`config.mk`:
```
export PLATFORM = sky130hd
export DESIGN_NAME = or1200_enc_engine_arb_flat
export DESIGN_NICKNAME = d
export VERILOG_FILES = /design/src/rtl/or1200_enc_arb_pkg.sv /design/src/rtl/or1200_enc_engine_arb_if.sv /design/src/rtl/or1200_enc_arb_wdog.sv /design/src/rtl/or1200_enc_engine_arb.sv /design/src/flat_wrapper.sv
export SDC_FILE = /design/constraint.sdc
export NUM_CORES = 1
export LEC_CHECK = 0
export BUFFER_PORTS_ARGS = -buffer_cell sky130_fd_sc_hd__buf_2
export CAP_MARGIN = 40
export CORE_AREA = 2 2 245 247
export CTS_CLUSTER_DIAMETER = 40
export CTS_CLUSTER_SIZE = 25
export DETAILED_ROUTE_END_ITERATION = 16
export DIE_AREA = 0 0 247 249
export GPL_TIMING_DRIVEN = 0
export SYNTH_ARGS = -nofsm -noshare
export SYNTH_HDL_FRONTEND = slang
export SYNTH_SLANG_ARGS = --single-unit
```
`constraint.sdc`:
```
create_clock -name clk -period 2 [get_ports clk]
set_input_delay 0.6 -clock clk [delete_from_list [all_inputs] [get_ports clk]]
set_output_delay 0.6 -clock clk [all_outputs]
set_load 0.02 [all_outputs]
```
`src/rtl/or1200_enc_arb_pkg.sv`:
```
`default_nettype none
// ============================================================================
// Module : or1200_enc_arb_pkg
// Shared state/channel encodings and block widths for the engine arbiter.
// Rev    : 1.0
// ============================================================================
package or1200_enc_arb_pkg;

  localparam int C_BLK_W  = 128;
  localparam int C_SEED_W = 32;
  localparam int C_ADDR_W = 5;
  localparam int C_IMM_W  = 11;
  localparam int C_ZERO_W = C_BLK_W - C_IMM_W - C_ADDR_W - C_SEED_W;

  typedef enum logic [1:0] {
    IDLE    = 2'd0,
    ISSUE   = 2'd1,
    WAIT    = 2'd2,
    DELIVER = 2'd3
  } state_t;

  typedef enum logic {
    CH_LOAD  = 1'b0,
    CH_STORE = 1'b1
  } ch_t;

  function automatic logic [C_BLK_W-1:0] make_blk(
    input logic [C_IMM_W-1:0]  imm,
    input logic [C_ADDR_W-1:0] addr,
    input logic [C_SEED_W-1:0] seed
  );
    return {{C_ZERO_W{1'b0}}, imm, addr, seed};
  endfunction

endpackage
`default_nettype wire

```
`src/rtl/or1200_enc_engine_arb_if.sv`:
```
`default_nettype none
// ============================================================================
// Module : or1200_enc_engine_arb_if
// Request, engine and pad-delivery signals of the encryption-engine arbiter.
// Rev    : 1.0
// ============================================================================
interface or1200_enc_engine_arb_if;
  import or1200_enc_arb_pkg::*;

  logic                req_load;
  logic                req_store;
  logic [C_SEED_W-1:0] seed_in_load;
  logic [C_SEED_W-1:0] seed_in_store;
  logic [C_ADDR_W-1:0] seed_addr_load;
  logic [C_ADDR_W-1:0] seed_addr_store;
  logic [C_IMM_W-1:0]  seed_imm_load;
  logic [C_IMM_W-1:0]  seed_imm_store;
  logic                ack_load;
  logic                ack_store;
  logic                eng_start;
  logic [C_BLK_W-1:0]  eng_blk;
  logic                eng_done;
  logic [C_BLK_W-1:0]  eng_out;
  logic [C_BLK_W-1:0]  pad_load;
  logic [C_BLK_W-1:0]  pad_store;
  logic                done_load;
  logic                done_store;
  logic                err_load;
  logic                err_store;
  logic                busy;

  modport master (
    input  req_load, req_store, seed_in_load, seed_in_store,
           seed_addr_load, seed_addr_store, seed_imm_load, seed_imm_store,
           eng_done, eng_out,
    output ack_load, ack_store, eng_start, eng_blk, pad_load, pad_store,
           done_load, done_store, err_load, err_store, busy
  );

  modport slave (
    output req_load, req_store, seed_in_load, seed_in_store,
           seed_addr_load, seed_addr_store, seed_imm_load, seed_imm_store,
           eng_done, eng_out,
    input  ack_load, ack_store, eng_start, eng_blk, pad_load, pad_store,
           done_load, done_store, err_load, err_store, busy
  );

endinterface
`default_nettype wire

```
`src/rtl/or1200_enc_arb_wdog.sv`:
```
`default_nettype none
// ============================================================================
// Module : or1200_enc_arb_wdog
// WAIT-state timeout counter; used only with OR1200_ENC_ARB_WATCHDOG_EN.
// Rev    : 1.0
// ============================================================================
module or1200_enc_arb_wdog #(
  parameter int unsigned TIMEOUT = 64
) (
  input  wire logic clk,
  input  wire logic rst,
  input  wire logic clr,
  input  wire logic en,
  output logic      expire
);

  logic [7:0] r_cnt;

  always_ff @(posedge clk) begin
    if (rst || clr) begin
      r_cnt <= '0;
    end else if (en) begin
      r_cnt <= r_cnt + 8'd1;
    end
  end

  // Count starts at 0 on the first WAIT cycle, so TIMEOUT-1 marks the last one.
  assign expire = en && (r_cnt == 8'(TIMEOUT - 1));

endmodule
`default_nettype wire

```
`src/rtl/or1200_enc_engine_arb.sv`:
```
`default_nettype none
// ============================================================================
// Module : or1200_enc_engine_arb
// Round-robin LOAD/STORE arbiter sequencing one shared encryption engine.
// Optional WAIT watchdog: define OR1200_ENC_ARB_WATCHDOG_EN.
// Rev    : 1.0
// ============================================================================
module or1200_enc_engine_arb
  import or1200_enc_arb_pkg::*;
#(
  parameter int unsigned TIMEOUT = 64
) (
  input  wire logic               clk,
  input  wire logic               rst,
  or1200_enc_engine_arb_if.master bus
);

  state_t              r_state;
  state_t              w_next;
  ch_t                 r_rr;
  ch_t                 r_ch;
  ch_t                 w_gnt_ch;
  logic                w_grant;
  logic                w_wd_expire;
  logic                w_err;
  logic [C_BLK_W-1:0]  r_blk;
  logic [C_BLK_W-1:0]  r_pad_load;
  logic [C_BLK_W-1:0]  r_pad_store;
  logic [C_BLK_W-1:0]  w_blk;

  always_comb begin
    w_gnt_ch = CH_LOAD;
    if (bus.req_load && bus.req_store) begin
      w_gnt_ch = r_rr;
    end else if (bus.req_store) begin
      w_gnt_ch = CH_STORE;
    end
  end

  assign w_grant = (r_state == IDLE) && !rst && (bus.req_load || bus.req_store);
  assign w_blk   = (w_gnt_ch == CH_STORE)
                 ? make_blk(bus.seed_imm_store, bus.seed_addr_store, bus.seed_in_store)
                 : make_blk(bus.seed_imm_load,  bus.seed_addr_load,  bus.seed_in_load);

  always_comb begin
    w_next         = r_state;
    bus.ack_load   = 1'b0;
    bus.ack_store  = 1'b0;
    bus.eng_start  = 1'b0;
    bus.done_load  = 1'b0;
    bus.done_store = 1'b0;
    unique case (r_state)
      IDLE: begin
        if (w_grant) begin
          w_next        = ISSUE;
          bus.ack_load  = (w_gnt_ch == CH_LOAD);
          bus.ack_store = (w_gnt_ch == CH_STORE);
        end
      end
      ISSUE: begin
        bus.eng_start = !rst;
        w_next        = WAIT;
      end
      WAIT: begin
        if (bus.eng_done || w_wd_expire) begin
          w_next = DELIVER;
        end
      end
      DELIVER: begin
        bus.done_load  = !rst && (r_ch == CH_LOAD);
        bus.done_store = !rst && (r_ch == CH_STORE);
        w_next         = IDLE;
      end
      default: w_next = IDLE;
    endcase
  end

  always_ff @(posedge clk) begin
    if (rst) begin
      r_state     <= IDLE;
      r_rr        <= CH_LOAD;
      r_ch        <= CH_LOAD;
      r_blk       <= '0;
      r_pad_load  <= '0;
      r_pad_store <= '0;
    end else begin
      r_state <= w_next;
      if (w_grant) begin
        r_ch  <= w_gnt_ch;
        r_rr  <= (w_gnt_ch == CH_LOAD) ? CH_STORE : CH_LOAD;
        r_blk <= w_blk;
      end
      if ((r_state == WAIT) && bus.eng_done) begin
        if (r_ch == CH_LOAD) begin
          r_pad_load <= bus.eng_out;
        end else begin
          r_pad_store <= bus.eng_out;
        end
      end
    end
  end

`ifdef OR1200_ENC_ARB_WATCHDOG_EN
  logic r_err;

  or1200_enc_arb_wdog #(
    .TIMEOUT (TIMEOUT)
  ) u_wdog (
    .clk    (clk),
    .rst    (rst),
    .clr    (r_state == ISSUE),
    .en     (r_state == WAIT),
    .expire (w_wd_expire)
  );

  // A completion in the expiry cycle wins over the abort.
  always_ff @(posedge clk) begin
    if (rst) begin
      r_err <= 1'b0;
    end else if (r_state == WAIT) begin
      r_err <= w_wd_expire && !bus.eng_done;
    end
  end

  assign w_err = r_err;
`else
  // TIMEOUT is at least 2, so without the watchdog this never expires.
  assign w_wd_expire = (TIMEOUT == 0);
  assign w_err       = 1'b0;
`endif

  assign bus.err_load  = bus.done_load && w_err;
  assign bus.err_store = bus.done_store && w_err;
  assign bus.eng_blk   = r_blk;
  assign bus.pad_load  = r_pad_load;
  assign bus.pad_store = r_pad_store;
  assign bus.busy      = (r_state != IDLE);

endmodule
`default_nettype wire

```
`src/flat_wrapper.sv`:
```
// flat-port wrapper written by rule: the top's interface ports become plain ports
module or1200_enc_engine_arb_flat import or1200_enc_arb_pkg::*;
#(
  parameter int unsigned TIMEOUT = 64
)
  (clk, rst, bus_req_load, bus_req_store, bus_seed_in_load, bus_seed_in_store, bus_seed_addr_load, bus_seed_addr_store, bus_seed_imm_load, bus_seed_imm_store, bus_eng_done, bus_eng_out, bus_ack_load, bus_ack_store, bus_eng_start, bus_eng_blk, bus_pad_load, bus_pad_store, bus_done_load, bus_done_store, bus_err_load, bus_err_store, bus_busy);
  or1200_enc_engine_arb_if bus_i ();
  input  wire logic clk;
  input  wire logic rst;
  input wire logic [$bits(bus_i.req_load)-1:0] bus_req_load;
  input wire logic [$bits(bus_i.req_store)-1:0] bus_req_store;
  input wire logic [$bits(bus_i.seed_in_load)-1:0] bus_seed_in_load;
  input wire logic [$bits(bus_i.seed_in_store)-1:0] bus_seed_in_store;
  input wire logic [$bits(bus_i.seed_addr_load)-1:0] bus_seed_addr_load;
  input wire logic [$bits(bus_i.seed_addr_store)-1:0] bus_seed_addr_store;
  input wire logic [$bits(bus_i.seed_imm_load)-1:0] bus_seed_imm_load;
  input wire logic [$bits(bus_i.seed_imm_store)-1:0] bus_seed_imm_store;
  input wire logic [$bits(bus_i.eng_done)-1:0] bus_eng_done;
  input wire logic [$bits(bus_i.eng_out)-1:0] bus_eng_out;
  output wire logic [$bits(bus_i.ack_load)-1:0] bus_ack_load;
  output wire logic [$bits(bus_i.ack_store)-1:0] bus_ack_store;
  output wire logic [$bits(bus_i.eng_start)-1:0] bus_eng_start;
  output wire logic [$bits(bus_i.eng_blk)-1:0] bus_eng_blk;
  output wire logic [$bits(bus_i.pad_load)-1:0] bus_pad_load;
  output wire logic [$bits(bus_i.pad_store)-1:0] bus_pad_store;
  output wire logic [$bits(bus_i.done_load)-1:0] bus_done_load;
  output wire logic [$bits(bus_i.done_store)-1:0] bus_done_store;
  output wire logic [$bits(bus_i.err_load)-1:0] bus_err_load;
  output wire logic [$bits(bus_i.err_store)-1:0] bus_err_store;
  output wire logic [$bits(bus_i.busy)-1:0] bus_busy;
  assign bus_i.req_load = bus_req_load;
  assign bus_i.req_store = bus_req_store;
  assign bus_i.seed_in_load = bus_seed_in_load;
  assign bus_i.seed_in_store = bus_seed_in_store;
  assign bus_i.seed_addr_load = bus_seed_addr_load;
  assign bus_i.seed_addr_store = bus_seed_addr_store;
  assign bus_i.seed_imm_load = bus_seed_imm_load;
  assign bus_i.seed_imm_store = bus_seed_imm_store;
  assign bus_i.eng_done = bus_eng_done;
  assign bus_i.eng_out = bus_eng_out;
  assign bus_ack_load = bus_i.ack_load;
  assign bus_ack_store = bus_i.ack_store;
  assign bus_eng_start = bus_i.eng_start;
  assign bus_eng_blk = bus_i.eng_blk;
  assign bus_pad_load = bus_i.pad_load;
  assign bus_pad_store = bus_i.pad_store;
  assign bus_done_load = bus_i.done_load;
  assign bus_done_store = bus_i.done_store;
  assign bus_err_load = bus_i.err_load;
  assign bus_err_store = bus_i.err_store;
  assign bus_busy = bus_i.busy;
  or1200_enc_engine_arb #(.TIMEOUT(TIMEOUT)) u_core (.clk(clk), .rst(rst), .bus(bus_i));
endmodule
```
After elaboration in Yosys (flattened, before gate mapping)
Index checks and enable logic that the tools add are counted.
Widths: inputs -> output; s select.

word-level totals
  logic and storage cells = 40
  input port bits = 229
  output and inout port bits = 392
  flip-flop bits (word level) = 388

operators by class
  bitwise gates (word level) = 2
  muxes and demuxes = 14
  eq/ne operators = 5
  reduce and logical (&&, ||, !) cells = 13

operators by type and width
  kind                number
  $mux 48             1
  $mux 1              10
  $pmux 2 s4          1
  $logic_and 1x1->1   6
  $reduce_and 2->1    3
  $eq 2x2->1 const B  2
  $mux 2              2
  $eq 2x1->1 const B  1
  $logic_not 2->1     1
  $ne 2x1->1 const B  1
  $ne 2x2->1 const B  1
  $not 1->1           2
  $reduce_bool 2->1   1
  $logic_not 1->1     1
  $logic_or 1x1->1    1

Logic depth before layout (Yosys ltp)
  depth in word-level cells = 5
  mapped depth = 7
  depth with buffers taken out = 5

Worst setup path before layout
OpenSTA, ideal clock, no wires.

  path type = input to output
  start = input port rst
  end = output port bus_done_load
  stages on the path = 4
  data arrival time = 1.634 ns
  slack = -0.234 ns
  path buffers = 3
  required time = 1.400 ns
  path through = buf_2 > buf_4 > clkbuf_1 > nor3b_1

on the way
  longest elaborated chain between the ends = 3

ends and longest elaborated chain
  what               line                         text
  from (decl)        flat_wrapper.sv:9            input wire logic rst;
  $logic_not 1->1    or1200_enc_engine_arb.sv:70  bus.done_load = !rst && (r_ch == CH_LOAD);
  $logic_and 1x1->1  or1200_enc_engine_arb.sv:70
  $mux 1             or1200_enc_engine_arb.sv:52  unique case (r_state)
  to (decl)          flat_wrapper.sv:26           output wire logic [$bits(bus_i.done_load)-1:0] bus_done_load;

Every way passes these cells.

Worst setup path after layout
  start = register u_core.r_state[0]
  end = output port bus_ack_store

on the way
  longest elaborated chain between the ends = 5

ends and longest elaborated chain
  what                             line                                                      text
  from (decl)                      or1200_enc_engine_arb.sv:18                               state_t r_state;
  from (signal assigned)           or1200_enc_engine_arb.sv:87                               r_state <= w_next;
  $logic_not 2->1 (*)              or1200_enc_engine_arb.sv:40, or1200_enc_engine_arb.sv:52
  $logic_and 1x1->1 (2 in series)  or1200_enc_engine_arb.sv:40                               assign w_grant = (r_state == IDLE) && !rst && (bus.req_load || bus.req_store);
  $mux 1                           or1200_enc_engine_arb.sv:54                               if (w_grant) begin
  $mux 1 (*)                       or1200_enc_engine_arb.sv:52
  to (decl)                        flat_wrapper.sv:21                                        output wire logic [$bits(bus_i.ack_store)-1:0] bus_ack_store;

Every way passes the cells marked *; elsewhere a longest branch is shown, timed or not.

==> summary.txt <==
number of cell instances on the worst register-to-register path - 7
wire length of the first global-routing pass - 70,200 um
post-synthesis cell count - 1,394
Routed wire per std cell - 16.9 um
setup repair after global routing missed its margin - true
total half-perimeter wirelength after legalization and detailed placement - 37,300 um
CP endpoint - bus_ack_store
violations in the final reports - negative setup slack
Remaining DRCs - 0
net count reported at finish - 2,313
global placer's final weighted congestion - 0.859
share of post-route cells with drive strength above 1 - 39.0%
run status - finished, violations left
Reg-to-Reg End - u_core.bus.pad_store[79]$_SDFFE_PP0P_
arrival time of data at the critical path endpoint - 1.74 ns
syn avg cell area - 8.32 um^2
total core area - 0.0587 mm^2
post-route design area - 0.0177 mm^2
worst max-slew margin expressed relative to the limit - 47.9%
Area growth syn-to-layout - 52.7%
number of sinks driven by the clock tree - 308
Power Dens Cells - 1170 mW/mm^2
final period utilization - 117%
GRT overflow - 0
commonest non-fill, non-tap cell in the layout - sky130_fd_sc_hd__buf_2
sequential-to-total area share from yosys stat - 53.2%
Pre-antenna DRT Iters - 5
TritonCTS clock tree - yes
largest vdd supply drop - 0.801 mV
Max Cap Violations - 0
flop2flop setup slack - 0.18 ns
count of buffers from port buffering - 537
Tightest Pin Transition - 0.781 ns
Chip Height - 249 um
vias per cell - 4.07
category of the critical setup timing path - reg2out
Boundary Pins - 621
Root Buffer - sky130_fd_sc_hd__clkbuf_16
static leakage power - 8.04 nW
WHS - 0.240 ns
largest buffer count on any clock path - 3
GRT Total Usage - 15.1%
critical path startpoint category - register
crit path capture type - primary output
final wirelength - 48,900 um
smallest setup slack after layout - -0.339 ns
worst-skew pair later-pin latency - 0.57 ns
commonest cells after routing, fill and taps aside - sky130_fd_sc_hd__buf_2, sky130_fd_sc_hd__nand2_1, sky130_fd_sc_hd__dfxtp_1
post-route clock skew - 0.0140 ns
clock transition at the registers of the reported paths - 0.05 ns
Synth Warn # - 0
Placement Rows - 89
antenna violations before repair - 5
reg-to-reg startpoint - u_core.r_state[1]$_SDFFE_PP0P_
Final Critical Period - 2.34 ns
Worst Hold Class - in2reg
setup_tns - -1.11 ns
synthesized area - 0.0116 mm^2
Area after DPL - 0.0156 mm^2
iteration-0 DRC count of the detailed router - 412
final hold violation count - 0
antenna violation net count after detailed routing - 0
number of pins exceeding their max-slew limit in the final report - 0
maximum operating frequency - 0.427 GHz
data required time of the worst path - 1.40 ns
post-place setup slack - -0.668 ns
pin count of the biggest net entering global routing - 14
number of failing setup endpoints in the final timing report - 6
vias in the first global route - 11,400
initial core utilization - 19.8%
die width - 247 um
first element of the critical path - u_core.r_state[0]$_SDFFE_PP0P_
largest fanout on the critical path - 3
Die ar. - 0.0615 mm^2
vias after detailed routing - 11,800
number of distinct library cell variants in the gate-level netlist after synthesis - 26
depth of the CTS H-tree - 2
number of buffers added by the clock tree synthesis step - 53
total of flip-flops plus latches after synthesis - 308
-- power breakdown --
part           switching (mW)  internal [mW]  leakage, nW
Combinational            2.64           1.57         4.66
Clock                    3.34           5.98        0.883
Sequential              0.340           6.80         2.49
Total                    6.32           14.3         8.04
-- worst min-delay path by stage --
| stage | startpoint | endpoint | slack (ns) | cells past startpoint |
|---|---|---|---|---|
| 2_1_floorplan | u_core.r_rr$_SDFFE_PP0P_ | u_core.r_rr$_SDFFE_PP0P_ | 0.47 | 2 |
| 3_3_place_gp | u_core.bus.pad_store[68]$_SDFFE_PP0P_ | u_core.bus.pad_store[68]$_SDFFE_PP0P_ | 0.44 | 2 |
| 3_5_place_dp | u_core.bus.pad_load[79]$_SDFFE_PP0P_ | u_core.bus.pad_load[79]$_SDFFE_PP0P_ | 0.44 | 2 |
| 4_1_cts | bus_seed_imm_load[4] | u_core.bus.eng_blk[41]$_SDFFE_PP0P_ | 0.20 | 2 |
| 5_1_grt | bus_seed_imm_load[4] | u_core.bus.eng_blk[41]$_SDFFE_PP0P_ | 0.20 | 2 |
| 6_report | bus_seed_imm_load[4] | u_core.bus.eng_blk[41]$_SDFFE_PP0P_ | 0.24 | 2 |
-- Yosys cell counts, drive strengths merged --
cell,n,area (um^2)
or2,2,12.5
mux2i,1,10.0
nand3,1,5.00
nand2,516,1940
and3b,2,17.5
nand2b,2,12.5
nand3b,1,7.51
nor2b,2,15.0
buf,165,1060
a221o,48,480
ha,4,50.1
conb,1,3.75
nor3b,49,368
clkbuf,23,86.3
nor3,1,10.0
o32a,1,10.0
o21a,2,15.0
inv,4,15.0
a211oi,1,12.5
and3,1,6.26
dfxtp,308,6170
a21oi,259,1300
-- metal layers --
metal | share of wire, % | wire (um) | vias up | GRT usage [%]
li1 | - | - | 5842 | -
met1 | 38 | 18800 | 5386 | 16.6
met2 | 49 | 23900 | 468 | 26.5
met3 | 8.8 | 4280 | 98 | 4.89
met4 | 4.0 | 1940 | 2 | 6.32
met5 | 0.027 | 13 | - | 0
-- cell families (layout without fill, tap and decap cells) --
group,Yosys count,after routing,share of synthesized area (%)
AND/OR/NAND/NOR,577,577,20.6
AO/OA/AOI/OAI,311,311,15.6
flip-flops,308,308,53.2
buffers and inverters,192,838,9.99
adder cells (fa/ha/maj),4,4,0.432
other,1,84,0.0323
multiplexers,1,1,0.0863
-- per-stage QoR --
stage                     std cells  power (mW)  util, %
final                          2896        20.7     30.2
after global routing           2896        21.5     30.2
after CTS                      2896        20.9     30.1
after detailed placement       2788        11.2     26.6
after global placement         2785        11.2     26.5
after floorplan                1475        9.61        -
-- flip-flops by register name (all words and copies together), names as in the netlist --
| signal | cells |
|---|---|
| u_core.bus.pad_load | 128 |
| u_core.r_ch | 1 |
| u_core.r_state | 2 |
| u_core.bus.eng_blk | 48 |
| u_core.bus.pad_store | 128 |
| u_core.r_rr | 1 |
-- layout make-up --
class / instances / area [um^2]
Antenna cell: 2 / 5.00
Buffer: 187 / 1220
Clock buffer: 63 / 1410
Clock inverter: 33 / 409
Fill cell: 6404 / 41000
Inverter: 4 / 17.5
Multi-Input combinational cell: 975 / 4650
Sequential cell: 308 / 6170
Tap cell: 773 / 967
Timing Repair Buffer: 551 / 2850
-- repair_timing --
action | CTS | global route
hold endpoints to repair | 0 | 0
gates cloned | 0 | 0
endpoints found under the setup margin | 226 | 125
resized for setup | 51 | 13
setup buffers | 12 | 2
pin swaps | 3 | 4
hold buffers | 0 | 0
-- critical path, cell delays in order, from the launching register on --
cell,delay (ns)
sky130_fd_sc_hd__dfxtp_2,0.32
sky130_fd_sc_hd__inv_2,0.07
sky130_fd_sc_hd__ha_4,0.17
sky130_fd_sc_hd__nand2_2,0.08
sky130_fd_sc_hd__nor3_4,0.21
sky130_fd_sc_hd__buf_6,0.17
sky130_fd_sc_hd__buf_6,0.12
No activity file was read; power rests on OpenSTA's default activity.
